File: config.mk
export PLATFORM = sky130hd
export DESIGN_NAME = mem_access_wb_flat
export DESIGN_NICKNAME = d
export VERILOG_FILES = /design/src/rtl/mem_access_wb_pkg.sv /design/src/rtl/mem_access_wb_if.sv /design/src/rtl/mem_access_wb_load_align.sv /design/src/rtl/mem_access_wb.sv /design/src/flat_wrapper.sv
export SDC_FILE = /design/constraint.sdc
export NUM_CORES = 1
export LEC_CHECK = 0
export ABC_AREA = 1
export CAP_MARGIN = 15
export CORE_AREA = 2 2 140 142
export DETAILED_ROUTE_END_ITERATION = 10
export DIE_AREA = 0 0 142 144
export PLACE_DENSITY = 0.79
export SETUP_SLACK_MARGIN = 0.02
export SLEW_MARGIN = 0
export SYNTH_ARGS = -nofsm -noshare
export SYNTH_HDL_FRONTEND = slang
export SYNTH_SLANG_ARGS = --single-unit
File: constraint.sdc
create_clock -name clk -period 1.48 [get_ports clk]
set_clock_uncertainty 0.15 [all_clocks]
set_input_delay 0.296 -clock clk [delete_from_list [all_inputs] [get_ports clk]]
set_output_delay 0.296 -clock clk [all_outputs]
set_load 0.02 [all_outputs]
File: src/rtl/mem_access_wb_pkg.sv
// Shared types and helpers for the MEM-stage data-memory access block.
// Contents: FSM state enum, memSize encodings, captured-access control
// struct, and lane helpers (alignment test, byte enables, store replication).
package mem_access_wb_pkg;

    typedef enum logic {
        IDLE   = 1'b0,
        ACCESS = 1'b1
    } state_t;

    localparam logic [1:0] SZ_B = 2'b00;
    localparam logic [1:0] SZ_H = 2'b01;
    localparam logic [1:0] SZ_W = 2'b10;

    // Control captured at the start of a bus transfer
    typedef struct packed {
        logic       mem_to_reg;
        logic       reg_write;
        logic       we;
        logic       is_unsigned;
        logic [1:0] size;
    } acc_ctl_t;

    // Byte always aligned, half needs even address, word (and 11) needs 4-byte alignment
    function automatic logic is_aligned(input logic [1:0] size, input logic [1:0] lo);
        logic ok;
        case (size)
            SZ_B:    ok = 1'b1;
            SZ_H:    ok = ~lo[0];
            SZ_W:    ok = (lo == 2'b00);
            default: ok = (lo == 2'b00);
        endcase
        return ok;
    endfunction

    function automatic logic [3:0] lane_be(input logic [1:0] size, input logic [1:0] lo);
        logic [3:0] be;
        case (size)
            SZ_B:    be = 4'b0001 << lo;
            SZ_H:    be = 4'b0011 << lo;
            default: be = 4'b1111;
        endcase
        return be;
    endfunction

    // Replicate store data across all lanes so the bus only needs the byte enables
    function automatic logic [31:0] lane_wdata(input logic [1:0] size, input logic [31:0] d);
        logic [31:0] w;
        case (size)
            SZ_B:    w = {4{d[7:0]}};
            SZ_H:    w = {2{d[15:0]}};
            default: w = d;
        endcase
        return w;
    endfunction

endpackage

File: src/rtl/mem_access_wb_if.sv
// Data-memory req/ready bus between the MEM stage (master) and memory (slave).
// Signals: dmem_req/dmem_we/dmem_addr/dmem_be/dmem_wdata (master -> slave),
//          dmem_ready/dmem_rdata (slave -> master).
interface mem_access_wb_if #(
    parameter int unsigned WORD_BITWIDTH = 32
);

    logic                     dmem_req;
    logic                     dmem_we;
    logic [WORD_BITWIDTH-1:0] dmem_addr;
    logic [3:0]               dmem_be;
    logic [WORD_BITWIDTH-1:0] dmem_wdata;
    logic                     dmem_ready;
    logic [WORD_BITWIDTH-1:0] dmem_rdata;

    modport master (
        output dmem_req,
        output dmem_we,
        output dmem_addr,
        output dmem_be,
        output dmem_wdata,
        input  dmem_ready,
        input  dmem_rdata
    );

    modport slave (
        input  dmem_req,
        input  dmem_we,
        input  dmem_addr,
        input  dmem_be,
        input  dmem_wdata,
        output dmem_ready,
        output dmem_rdata
    );

endinterface

File: src/rtl/mem_access_wb_load_align.sv
// Combinational load extractor: selects the addressed byte/half of the read
// word and sign- or zero-extends it to a full register value.
// Ports: rdata (read word), addr_lo (address bits [1:0]), size (memSize code),
//        is_unsigned (zero-extend), mem_data (aligned, extended result).
module mem_access_wb_load_align
    import mem_access_wb_pkg::*;
#(
    parameter int unsigned WORD_BITWIDTH = 32
) (
    input  logic [WORD_BITWIDTH-1:0] rdata,
    input  logic [1:0]               addr_lo,
    input  logic [1:0]               size,
    input  logic                     is_unsigned,
    output logic [WORD_BITWIDTH-1:0] mem_data
);

    logic [7:0]  byte_c;
    logic [15:0] half_c;

    always_comb begin
        case (addr_lo)
            2'd0:    byte_c = rdata[7:0];
            2'd1:    byte_c = rdata[15:8];
            2'd2:    byte_c = rdata[23:16];
            default: byte_c = rdata[31:24];
        endcase
        half_c = addr_lo[1] ? rdata[31:16] : rdata[15:0];

        case (size)
            SZ_B:    mem_data = {{(WORD_BITWIDTH-8){~is_unsigned & byte_c[7]}}, byte_c};
            SZ_H:    mem_data = {{(WORD_BITWIDTH-16){~is_unsigned & half_c[15]}}, half_c};
            default: mem_data = rdata;
        endcase
    end

endmodule

File: src/rtl/mem_access_wb.sv
// MEM stage: performs loads/stores over the dmem req/ready bus and registers
// the MEM/WB boundary. A two-state FSM absorbs multi-cycle accesses while
// stall holds the upstream pipeline.
// Ports: clk, rst (async active-low); EX/MEM inputs (in_valid, memToReg,
//        regWrite, memRead, memWrite, memSize, memUnsigned, ALUresult,
//        regReadData2, regToWrite); stall (combinational), misalign (pulse);
//        dmem (bus master); wb_* MEM/WB register outputs.
module mem_access_wb
    import mem_access_wb_pkg::*;
#(
    parameter int unsigned WORD_BITWIDTH    = 32,
    parameter int unsigned REG_NUM_BITWIDTH = 5
) (
    input  logic                        clk,
    input  logic                        rst,

    input  logic                        in_valid,
    input  logic                        memToReg,
    input  logic                        regWrite,
    input  logic                        memRead,
    input  logic                        memWrite,
    input  logic [1:0]                  memSize,
    input  logic                        memUnsigned,
    input  logic [WORD_BITWIDTH-1:0]    ALUresult,
    input  logic [WORD_BITWIDTH-1:0]    regReadData2,
    input  logic [REG_NUM_BITWIDTH-1:0] regToWrite,

    output logic                        stall,
    output logic                        misalign,

    mem_access_wb_if.master             dmem,

    output logic                        wb_valid,
    output logic                        wb_memToReg,
    output logic                        wb_regWrite,
    output logic [REG_NUM_BITWIDTH-1:0] wb_regToWrite,
    output logic [WORD_BITWIDTH-1:0]    wb_ALUresult,
    output logic [WORD_BITWIDTH-1:0]    wb_memData
);

    localparam int unsigned W = WORD_BITWIDTH;
    localparam int unsigned R = REG_NUM_BITWIDTH;

    state_t         state_q;
    state_t         state_d;
    acc_ctl_t       ctl_q;
    logic [W-1:0]   addr_q;
    logic [W-1:0]   wdata_q;
    logic [3:0]     be_q;
    logic [R-1:0]   rd_q;

    logic           memop_c;
    logic           aligned_c;
    logic           we_in_c;
    logic           stall_c;
    logic           start_c;
    logic           pass_c;
    logic           drop_c;
    logic           done_c;
    logic           req_c;
    logic [W-1:0]   load_data_c;

    // Decode of the EX/MEM slot; read wins when both read and write are set
    assign memop_c   = in_valid & (memRead | memWrite);
    assign we_in_c   = memWrite & ~memRead;
    assign aligned_c = is_aligned(memSize, ALUresult[1:0]);

    // FSM state register
    always_ff @(posedge clk or negedge rst) begin
        if (!rst) begin
            state_q <= IDLE;
        end else begin
            state_q <= state_d;
        end
    end

    // FSM next state
    always_comb begin
        state_d = state_q;
        case (state_q)
            IDLE:    if (memop_c && aligned_c) state_d = ACCESS;
            ACCESS:  if (dmem.dmem_ready)      state_d = IDLE;
            default: state_d = IDLE;
        endcase
    end

    // FSM outputs: which MEM/WB update happens this cycle and whether to stall
    always_comb begin
        stall_c = 1'b0;
        start_c = 1'b0;
        pass_c  = 1'b0;
        drop_c  = 1'b0;
        done_c  = 1'b0;
        case (state_q)
            IDLE: begin
                if (!memop_c) begin
                    pass_c = 1'b1;
                end else if (!aligned_c) begin
                    drop_c = 1'b1;
                end else begin
                    start_c = 1'b1;
                    stall_c = 1'b1;
                end
            end
            ACCESS: begin
                if (dmem.dmem_ready) begin
                    done_c = 1'b1;
                end else begin
                    stall_c = 1'b1;
                end
            end
            default: ;
        endcase
    end

    // Combinational stall is forced low while reset is asserted
    assign stall = rst & stall_c;

    // Capture of the access; fields stay stable for the whole transfer
    always_ff @(posedge clk or negedge rst) begin
        if (!rst) begin
            ctl_q   <= '0;
            addr_q  <= '0;
            wdata_q <= '0;
            be_q    <= '0;
            rd_q    <= '0;
        end else if (start_c) begin
            ctl_q.mem_to_reg  <= memToReg;
            ctl_q.reg_write   <= regWrite;
            ctl_q.we          <= we_in_c;
            ctl_q.is_unsigned <= memUnsigned;
            ctl_q.size        <= memSize;
            addr_q            <= ALUresult;
            be_q              <= lane_be(memSize, ALUresult[1:0]);
            wdata_q           <= we_in_c ? lane_wdata(memSize, regReadData2) : '0;
            rd_q              <= regToWrite;
        end
    end

    // Bus is quiet outside ACCESS
    assign req_c           = (state_q == ACCESS);
    assign dmem.dmem_req   = req_c;
    assign dmem.dmem_we    = req_c & ctl_q.we;
    assign dmem.dmem_addr  = req_c ? {addr_q[W-1:2], 2'b00} : '0;
    assign dmem.dmem_be    = req_c ? be_q : 4'b0000;
    assign dmem.dmem_wdata = req_c ? wdata_q : '0;

    mem_access_wb_load_align #(
        .WORD_BITWIDTH (W)
    ) u_load_align (
        .rdata       (dmem.dmem_rdata),
        .addr_lo     (addr_q[1:0]),
        .size        (ctl_q.size),
        .is_unsigned (ctl_q.is_unsigned),
        .mem_data    (load_data_c)
    );

    // MEM/WB register and misalign pulse
    always_ff @(posedge clk or negedge rst) begin
        if (!rst) begin
            misalign      <= 1'b0;
            wb_valid      <= 1'b0;
            wb_memToReg   <= 1'b0;
            wb_regWrite   <= 1'b0;
            wb_regToWrite <= '0;
            wb_ALUresult  <= '0;
            wb_memData    <= '0;
        end else begin
            misalign <= drop_c;
            if (pass_c) begin
                wb_valid      <= in_valid;
                wb_regWrite   <= in_valid & regWrite;
                wb_memToReg   <= memToReg;
                wb_regToWrite <= regToWrite;
                wb_ALUresult  <= ALUresult;
                wb_memData    <= '0;
            end else if (drop_c) begin
                // Misaligned access retires without touching the bus or rd
                wb_valid      <= 1'b1;
                wb_regWrite   <= 1'b0;
                wb_memToReg   <= memToReg;
                wb_regToWrite <= regToWrite;
                wb_ALUresult  <= ALUresult;
                wb_memData    <= '0;
            end else if (start_c) begin
                wb_valid <= 1'b0;
            end else if (done_c) begin
                wb_valid      <= 1'b1;
                wb_regWrite   <= ctl_q.reg_write;
                wb_memToReg   <= ctl_q.mem_to_reg;
                wb_regToWrite <= rd_q;
                wb_ALUresult  <= addr_q;
                wb_memData    <= ctl_q.we ? '0 : load_data_c;
            end
        end
    end

endmodule

File: src/flat_wrapper.sv
// flat-port wrapper written by rule: the top's interface ports become plain ports
module mem_access_wb_flat import mem_access_wb_pkg::*;
#(
    parameter int unsigned WORD_BITWIDTH    = 32,
    parameter int unsigned REG_NUM_BITWIDTH = 5
)
  (clk, rst, in_valid, memToReg, regWrite, memRead, memWrite, memSize, memUnsigned, ALUresult, regReadData2, regToWrite, stall, misalign, wb_valid, wb_memToReg, wb_regWrite, wb_regToWrite, wb_ALUresult, wb_memData, dmem_dmem_req, dmem_dmem_we, dmem_dmem_addr, dmem_dmem_be, dmem_dmem_wdata, dmem_dmem_ready, dmem_dmem_rdata);
  mem_access_wb_if #(.WORD_BITWIDTH(WORD_BITWIDTH)) dmem_i ();
  input  logic clk;
  input  logic rst;
  input  logic in_valid;
  input  logic memToReg;
  input  logic regWrite;
  input  logic memRead;
  input  logic memWrite;
  input  logic [1:0] memSize;
  input  logic memUnsigned;
  input  logic [WORD_BITWIDTH-1:0] ALUresult;
  input  logic [WORD_BITWIDTH-1:0] regReadData2;
  input  logic [REG_NUM_BITWIDTH-1:0] regToWrite;
  output logic stall;
  output logic misalign;
  output logic wb_valid;
  output logic wb_memToReg;
  output logic wb_regWrite;
  output logic [REG_NUM_BITWIDTH-1:0] wb_regToWrite;
  output logic [WORD_BITWIDTH-1:0] wb_ALUresult;
  output logic [WORD_BITWIDTH-1:0] wb_memData;
  output wire logic [$bits(dmem_i.dmem_req)-1:0] dmem_dmem_req;
  output wire logic [$bits(dmem_i.dmem_we)-1:0] dmem_dmem_we;
  output wire logic [$bits(dmem_i.dmem_addr)-1:0] dmem_dmem_addr;
  output wire logic [$bits(dmem_i.dmem_be)-1:0] dmem_dmem_be;
  output wire logic [$bits(dmem_i.dmem_wdata)-1:0] dmem_dmem_wdata;
  input wire logic [$bits(dmem_i.dmem_ready)-1:0] dmem_dmem_ready;
  input wire logic [$bits(dmem_i.dmem_rdata)-1:0] dmem_dmem_rdata;
  assign dmem_dmem_req = dmem_i.dmem_req;
  assign dmem_dmem_we = dmem_i.dmem_we;
  assign dmem_dmem_addr = dmem_i.dmem_addr;
  assign dmem_dmem_be = dmem_i.dmem_be;
  assign dmem_dmem_wdata = dmem_i.dmem_wdata;
  assign dmem_i.dmem_ready = dmem_dmem_ready;
  assign dmem_i.dmem_rdata = dmem_dmem_rdata;
  mem_access_wb #(.WORD_BITWIDTH(WORD_BITWIDTH), .REG_NUM_BITWIDTH(REG_NUM_BITWIDTH)) u_core (.clk(clk), .rst(rst), .in_valid(in_valid), .memToReg(memToReg), .regWrite(regWrite), .memRead(memRead), .memWrite(memWrite), .memSize(memSize), .memUnsigned(memUnsigned), .ALUresult(ALUresult), .regReadData2(regReadData2), .regToWrite(regToWrite), .stall(stall), .misalign(misalign), .dmem(dmem_i), .wb_valid(wb_valid), .wb_memToReg(wb_memToReg), .wb_regWrite(wb_regWrite), .wb_regToWrite(wb_regToWrite), .wb_ALUresult(wb_ALUresult), .wb_memData(wb_memData));
endmodule
==> flow_metrics.tcl, run 1 <==
set metrics [dict create \
    status "finished, violations left" \
    violations "negative setup slack" \
    drv_cap 0 \
    die_h_microns 144 \
    ir_worst_vdd_v 0.00102 \
    grt.total_usage_pct 27.1 \
    grt_overflow 0 \
    max_stage_delay_ns 0.45 \
    switching_share_pct 35.5 \
    synthCells 1087 \
    final_util_pct 68.0 \
    h-tree-depth 4 \
    antenna_found_initial 0 \
    final_area_sq_um 13000 \
    period_needed_ns 1.95 \
    cts_sinks 153 \
    clkPwrFrac_pct 27.3 \
    crit_buf_inv 5 \
    reg2reg_depth 9 \
    vias_per_cell 4.99 \
    ys_warn_count 0 \
    portBuffers 253 \
    combPwrFrac_pct 37.7 \
    core.rowCount 51 \
    io_pins 256 \
    p_per_area_nw_per_um2 1230 \
    area_growth_pct 65.1 \
    worst_path_max_delay_cell "dfrtp_2" \
    internal-power_mw 10.3 \
    dr_total_vias 8476 \
    dieArea_sq_um 20400 \
    clk_latency_ns 0.42 \
    synth-async-reset-ratio_pct 100 \
    switchingPower_mw 5.67 \
    grt.busiest_layer "met2" \
    drc 0 \
    place_congestion 0.890 \
    slew_viol_final 0 \
    layout_commonest_cell "nand2_1" \
    synth-seq-area-share_pct 48.8 \
    routedWlPerCell_microns 16.7 \
    r2r_slack_ns -0.47 \
    max-clock-path-buffers 2 \
    max_slew_margin_pct 60.2 \
    grtUsageMet2_pct 45.8 \
    dpl_cell_area_sq_um 11200 \
    worst_pin_slew_ns 0.597 \
    grt_pass1_vias 8175 \
    worstPathRequired_ns 1.66 \
    grt_pass1_wl_microns 43000 \
    leakage_nw 7.35 \
    setup_viol 221 \
    cp_top_family "buffers and inverters" \
    tns_ns -85.29 \
    totalWireLength_microns 28400 \
    gr-usage-met3_pct 5.56 \
    p_seq_share_pct 35.0 \
    final_cell_mix "nand2_1 (311), dfrtp_1 (152), inv_1 (136)" \
    hpwl_microns 17400 \
    finalWorstSetupSlack_ns -0.467 \
    hp-class "input pin to register" \
    antenna_cells 0 \
    drt_iter0_markers 641 \
    clock-root-buffer "clkbuf_16" \
    crit_path_frequent_cell "buf_12" \
    layout.cells.non_filler 1698 \
    cts_tree "yes" \
    fmax_mhz 514 \
    worstSetupStartpointType "register" \
    first_pass_iters 5 \
    path_class "register to register" \
    cts_buffers 17 \
    die_w_microns 142 \
    fill_cells 1539 \
    synth_cell_types 32 \
    drive_gt1_share_pct 35.9 \
    period_share_pct 132 \
    fin_nets 1559 \
    path_depth 9 \
    path_cells "buf_12 > buf_16 > nor2_4 > nand3_4 > buf_4 > inv_2 > nand2_4 > buf_12 > o21ai_1" \
    hold_path_depth 4 \
    finalPower_mw 15.9 \
    grt_max_degree 110 \
    synth_ff_type "dfrtp_1" \
    critPathMaxFanout 16 \
    initial_core_util_pct 41.2 \
    path_clk_slew_ns 0.06 \
    finalHoldViolations 0 \
    synth_edf_count 0 \
    syn_avg_cell_area_sq_um 7.22 \
    place_ws_ns -1.13 \
    yosys_register_bits 153 \
    setup.worst_path.end_class "register" \
    dp_cells 1610 \
    rsz0062_at_grt "true" \
    core-area_sq_um 19100 \
    whs_ns 0.299 \
    drt.antenna.violating_nets 0 \
    cp.arrival_ns 2.13 \
    synth_area_sq_um 7850 \
    use_met1_pct 35.1 \
]
## power by group through the flow
stage                     Sequential (mW)  Combinational, mW  Clock (mW)
after global placement               5.48               4.93           0
final                                5.58               6.02        4.35
after CTS                            5.47               5.50        4.40
after floorplan                      5.85               2.22           0
after global routing                 5.66               6.49        4.63
after detailed placement             5.51               5.03           0
## worst register-to-register path, cell delays in order, from the launching register on
cell and delay (ns):
dfrtp_2 0.45, buf_12 0.17, buf_16 0.14, nor2_4 0.16, nand3_4 0.15, buf_4 0.17
inv_2 0.06, nand2_4 0.08, buf_12 0.17, o21ai_1 0.16
## area by class of cell
type	count	area [sq um]	share of cell area, %
clock buffers	22	464	3.58
clock inverters	10	119	0.917
inverters	178	676	5.21
multi-input cells	695	3690	28.5
flip-flops and latches	153	3830	29.5
well taps	238	298	2.30
repair buffers	402	3890	30.0
## cell families after synthesis
kind of cell / synth area share, %
flip-flops: 48.8
buffers and inverters: 13.1
AO/OA/AOI/OAI: 12.8
other: 0.0478
AND/OR/NAND/NOR: 25.4
## cells in the mapped netlist (7+ instances only)
library cell	n	area, sq um
nand2_1	448	1680
inv_1	173	649
dfrtp_1	153	3830
o21ai_0	142	711
nor2_1	33	124
buf_2	20	100
a21oi_1	19	95.1
clkbuf_1	16	60.1
nand3_1	16	80.1
buf_6	9	101
buf_1	8	30.0
o211ai_1	8	60.1
o221ai_1	8	70.1
buf_4	7	52.6
## what timing repair did
action / CTS / global route
hold buffers: 1 / 0
gates cloned: 19 / 4
hold endpoints to repair: 153 / 0
endpoints found under the setup margin: 293 / 239
gates resized for setup: 719 / 220
setup buffers: 20 / 20
pin swaps: 16 / 19
## state kept, by name, summed over array words and instances, names as in the netlist, 4 cells and up
register and count:
u_core.ctl_q 6, u_core.rd_q 5, u_core.wb_memData 32, u_core.wdata_q 32, u_core.wb_ALUresult 32, u_core.wb_regToWrite 5, u_core.be_q 4, u_core.addr_q 32
## routing by layer
metal	wire (microns)	part of all wire [%]
met5	0	0
met4	754	2.7
met1	11800	42
met3	1700	6.0
met2	14200	50
## path summary, 6_finish.rpt
| kind | start | endpoint |
|---|---|---|
| worst max-delay path | u_core.dmem.dmem_req | u_core.wdata_q[11] |
| worst min-delay path | ALUresult[0] | u_core.addr_q[0] |
| worst max register to register | u_core.dmem.dmem_req | u_core.wdata_q[11] |
| worst min register to register | u_core.wb_ALUresult[1] | u_core.wb_ALUresult[1] |
| max in group asynchronous | rst | u_core.wdata_q[25] |
| min in group asynchronous | rst | u_core.ctl_q[1] |
(Power assumes the default switching activity.)
==> inputs of run 2 (changes only) <==
--- a/config.mk
+++ b/config.mk
@@ -6,8 +6,10 @@
 export NUM_CORES = 1
 export LEC_CHECK = 0
 export ABC_AREA = 1
+export ABC_CLOCK_PERIOD_IN_PS = 1480
 export CAP_MARGIN = 15
 export CORE_AREA = 2 2 140 142
+export CTS_CLUSTER_DIAMETER = 200
 export DETAILED_ROUTE_END_ITERATION = 10
 export DIE_AREA = 0 0 142 144
 export PLACE_DENSITY = 0.79
==> results of run 2 <==
No change in the layout: final DEF, timing and power equal those of run 1.
==> inputs of run 3 (changes only) <==
--- a/config.mk
+++ b/config.mk
@@ -12,7 +12,7 @@
 export CTS_CLUSTER_DIAMETER = 200
 export DETAILED_ROUTE_END_ITERATION = 10
 export DIE_AREA = 0 0 142 144
-export PLACE_DENSITY = 0.79
+export PLACE_DENSITY = 0.76
 export SETUP_SLACK_MARGIN = 0.02
 export SLEW_MARGIN = 0
 export SYNTH_ARGS = -nofsm -noshare
==> flow_metrics.tcl, run 3 (synthesis results as in run 1) <==
set metrics [dict create \
    finalWorstSetupSlack_ns -0.399 \
    tns_ns -71.37 \
    fill_cells 1616 \
    regToRegStartpoint "u_core.dmem.dmem_req" \
    core.rowCount 51 \
    dieArea_sq_um 20400 \
    cts_buffers 17 \
    totalWireLength_microns 27700 \
    dr_total_vias 8240 \
    gr-usage-met3_pct 5.93 \
    grt.total_usage_pct 25.4 \
    max_slew_margin_pct 57.5 \
    p_per_area_nw_per_um2 1240 \
    drv_cap 0 \
    initial_core_util_pct 41.2 \
    holdPathEnd "u_core.wb_valid" \
    finalHoldViolations 0 \
    fin_nets 1540 \
    drt.antenna.violating_nets 0 \
    finalPower_mw 15.6 \
    whs_ns 0.0527 \
    cts_sinks 153 \
    clk_latency_ns 0.42 \
    cp.arrival_ns 1.43 \
    max_stage_delay_ns 0.41 \
    grt.busiest_layer "met2" \
    ir_worst_vdd_v 0.000819 \
    final_cell_mix "nand2_1 (392), dfrtp_1 (152), inv_1 (129)" \
    die_w_microns 142 \
    path_class "register to output port" \
    clock-root-buffer "clkbuf_16" \
    leakage_nw 7.14 \
    rsz0062_at_grt "true" \
    period_share_pct 127 \
    use_met1_pct 31.9 \
    fmax_mhz 532 \
    hp-class "input pin to register" \
    slew_viol_final 0 \
    violations "negative setup slack" \
    die_h_microns 144 \
    drc 0 \
    area_growth_pct 60.6 \
    grt_pass1_vias 7839 \
    status "finished, violations left" \
    drive_gt1_share_pct 31.0 \
    hold_path_depth 3 \
    min_from "in_valid" \
    period_needed_ns 1.88 \
    worstSetupStartpointType "register" \
    worst_pin_slew_ns 0.638 \
    grt_pass1_wl_microns 40600 \
    h-tree-depth 4 \
    path_cells "buf_12 > inv_4 > o21ai_4 > nand2_4 > nor2_4 > buf_6" \
    grtUsageMet2_pct 42.9 \
    grt_overflow 0 \
    drt_iter0_markers 536 \
    routedWlPerCell_microns 16.5 \
    worst_path_max_delay_cell "dfrtp_2" \
    worstPathRequired_ns 1.03 \
    layout_commonest_cell "nand2_1" \
    setup.worst_path.end_class "output port" \
    portBuffers 253 \
    path_clk_slew_ns 0.06 \
    cts_tree "yes" \
    first_pass_iters 5 \
    core-area_sq_um 19100 \
    r2r_slack_ns -0.39 \
    dpl_cell_area_sq_um 11200 \
    hpwl_microns 17400 \
    critPathMaxFanout 8 \
    setup_viol 221 \
    vias_per_cell 4.90 \
    reg2reg_depth 10 \
    grt_max_degree 118 \
    r2r_end "u_core.wb_memData[4]" \
    place_congestion 0.921 \
    max-clock-path-buffers 2 \
    final_area_sq_um 12600 \
    antenna_found_initial 3 \
    io_pins 256 \
]
==> run 3: worst max-delay path by stage <==
stage                                    start                    to  slack [ns]  cells past startpoint
after floorplan           u_core.dmem.dmem_req  u_core.wb_memData[6]       -0.03                      8
after global placement              memSize[1]                 stall       -1.07                      8
after detailed placement            memSize[1]                 stall       -1.07                      8
after CTS                 u_core.dmem.dmem_req   dmem_dmem_wdata[28]       -0.42                      5
after global routing      u_core.dmem.dmem_req  u_core.wb_memData[4]       -0.47                     10
final                     u_core.dmem.dmem_req                 stall       -0.40                      6
==> run 3: worst max-delay path, delay by kind of cell, from the launching register on <==
| family | cells | cell delay (ns) |
|---|---|---|
| buf+inv | 3 | 0.36 |
| simple gates | 2 | 0.17 |
| flops | 1 | 0.41 |
| compound gates | 1 | 0.07 |
==> run 3: metal layers <==
layer / up-vias / wire [microns]
li1: 3991 / -
met1: 3888 / 11100
met2: 304 / 14100
met3: 55 / 1690
met4: 2 / 809
met5: - / 13
==> run 3: cell type report <==
class                           instances  area, sq um  share of cell area [%]
Timing Repair Buffer                  383         3770                    29.9
Clock buffer                           21          460                    3.65
Inverter                              178          678                    5.38
Tap cell                              238          298                    2.36
Multi-Input combinational cell        695         3420                    27.1
Sequential cell                       153         3830                    30.4
Antenna cell                            2         5.00                  0.0397
Clock inverter                         11          146                    1.16
==> run 3: repair_timing <==
action / CTS / global route
resized for setup: 744 / 138
pin swaps: 5 / 4
cloned: 8 / 12
setup buffers: 18 / 5
endpoints found under the hold margin: 153 / 0
setup endpoints to repair: 293 / 224
hold buffers: 1 / 0
==> run 3: per-stage QoR <==
stage	util, %	setup WS (ns)	std cells
3_3_place_gp	58.7	-1.07	1607
6_report	66.1	-0.399	1681
5_1_grt	66.1	-0.475	1680
2_1_floorplan	-	-0.0268	1088
4_1_cts	62.5	-0.417	1665
3_5_place_dp	58.7	-1.07	1607
==> run 3: where the power goes <==
part	switching [mW]	internal [mW]	leakage, nW
Combinational	3.07	2.47	4.90
Clock	1.77	2.74	0.293
Sequential	0.573	4.96	1.94
Total	5.41	10.2	7.14
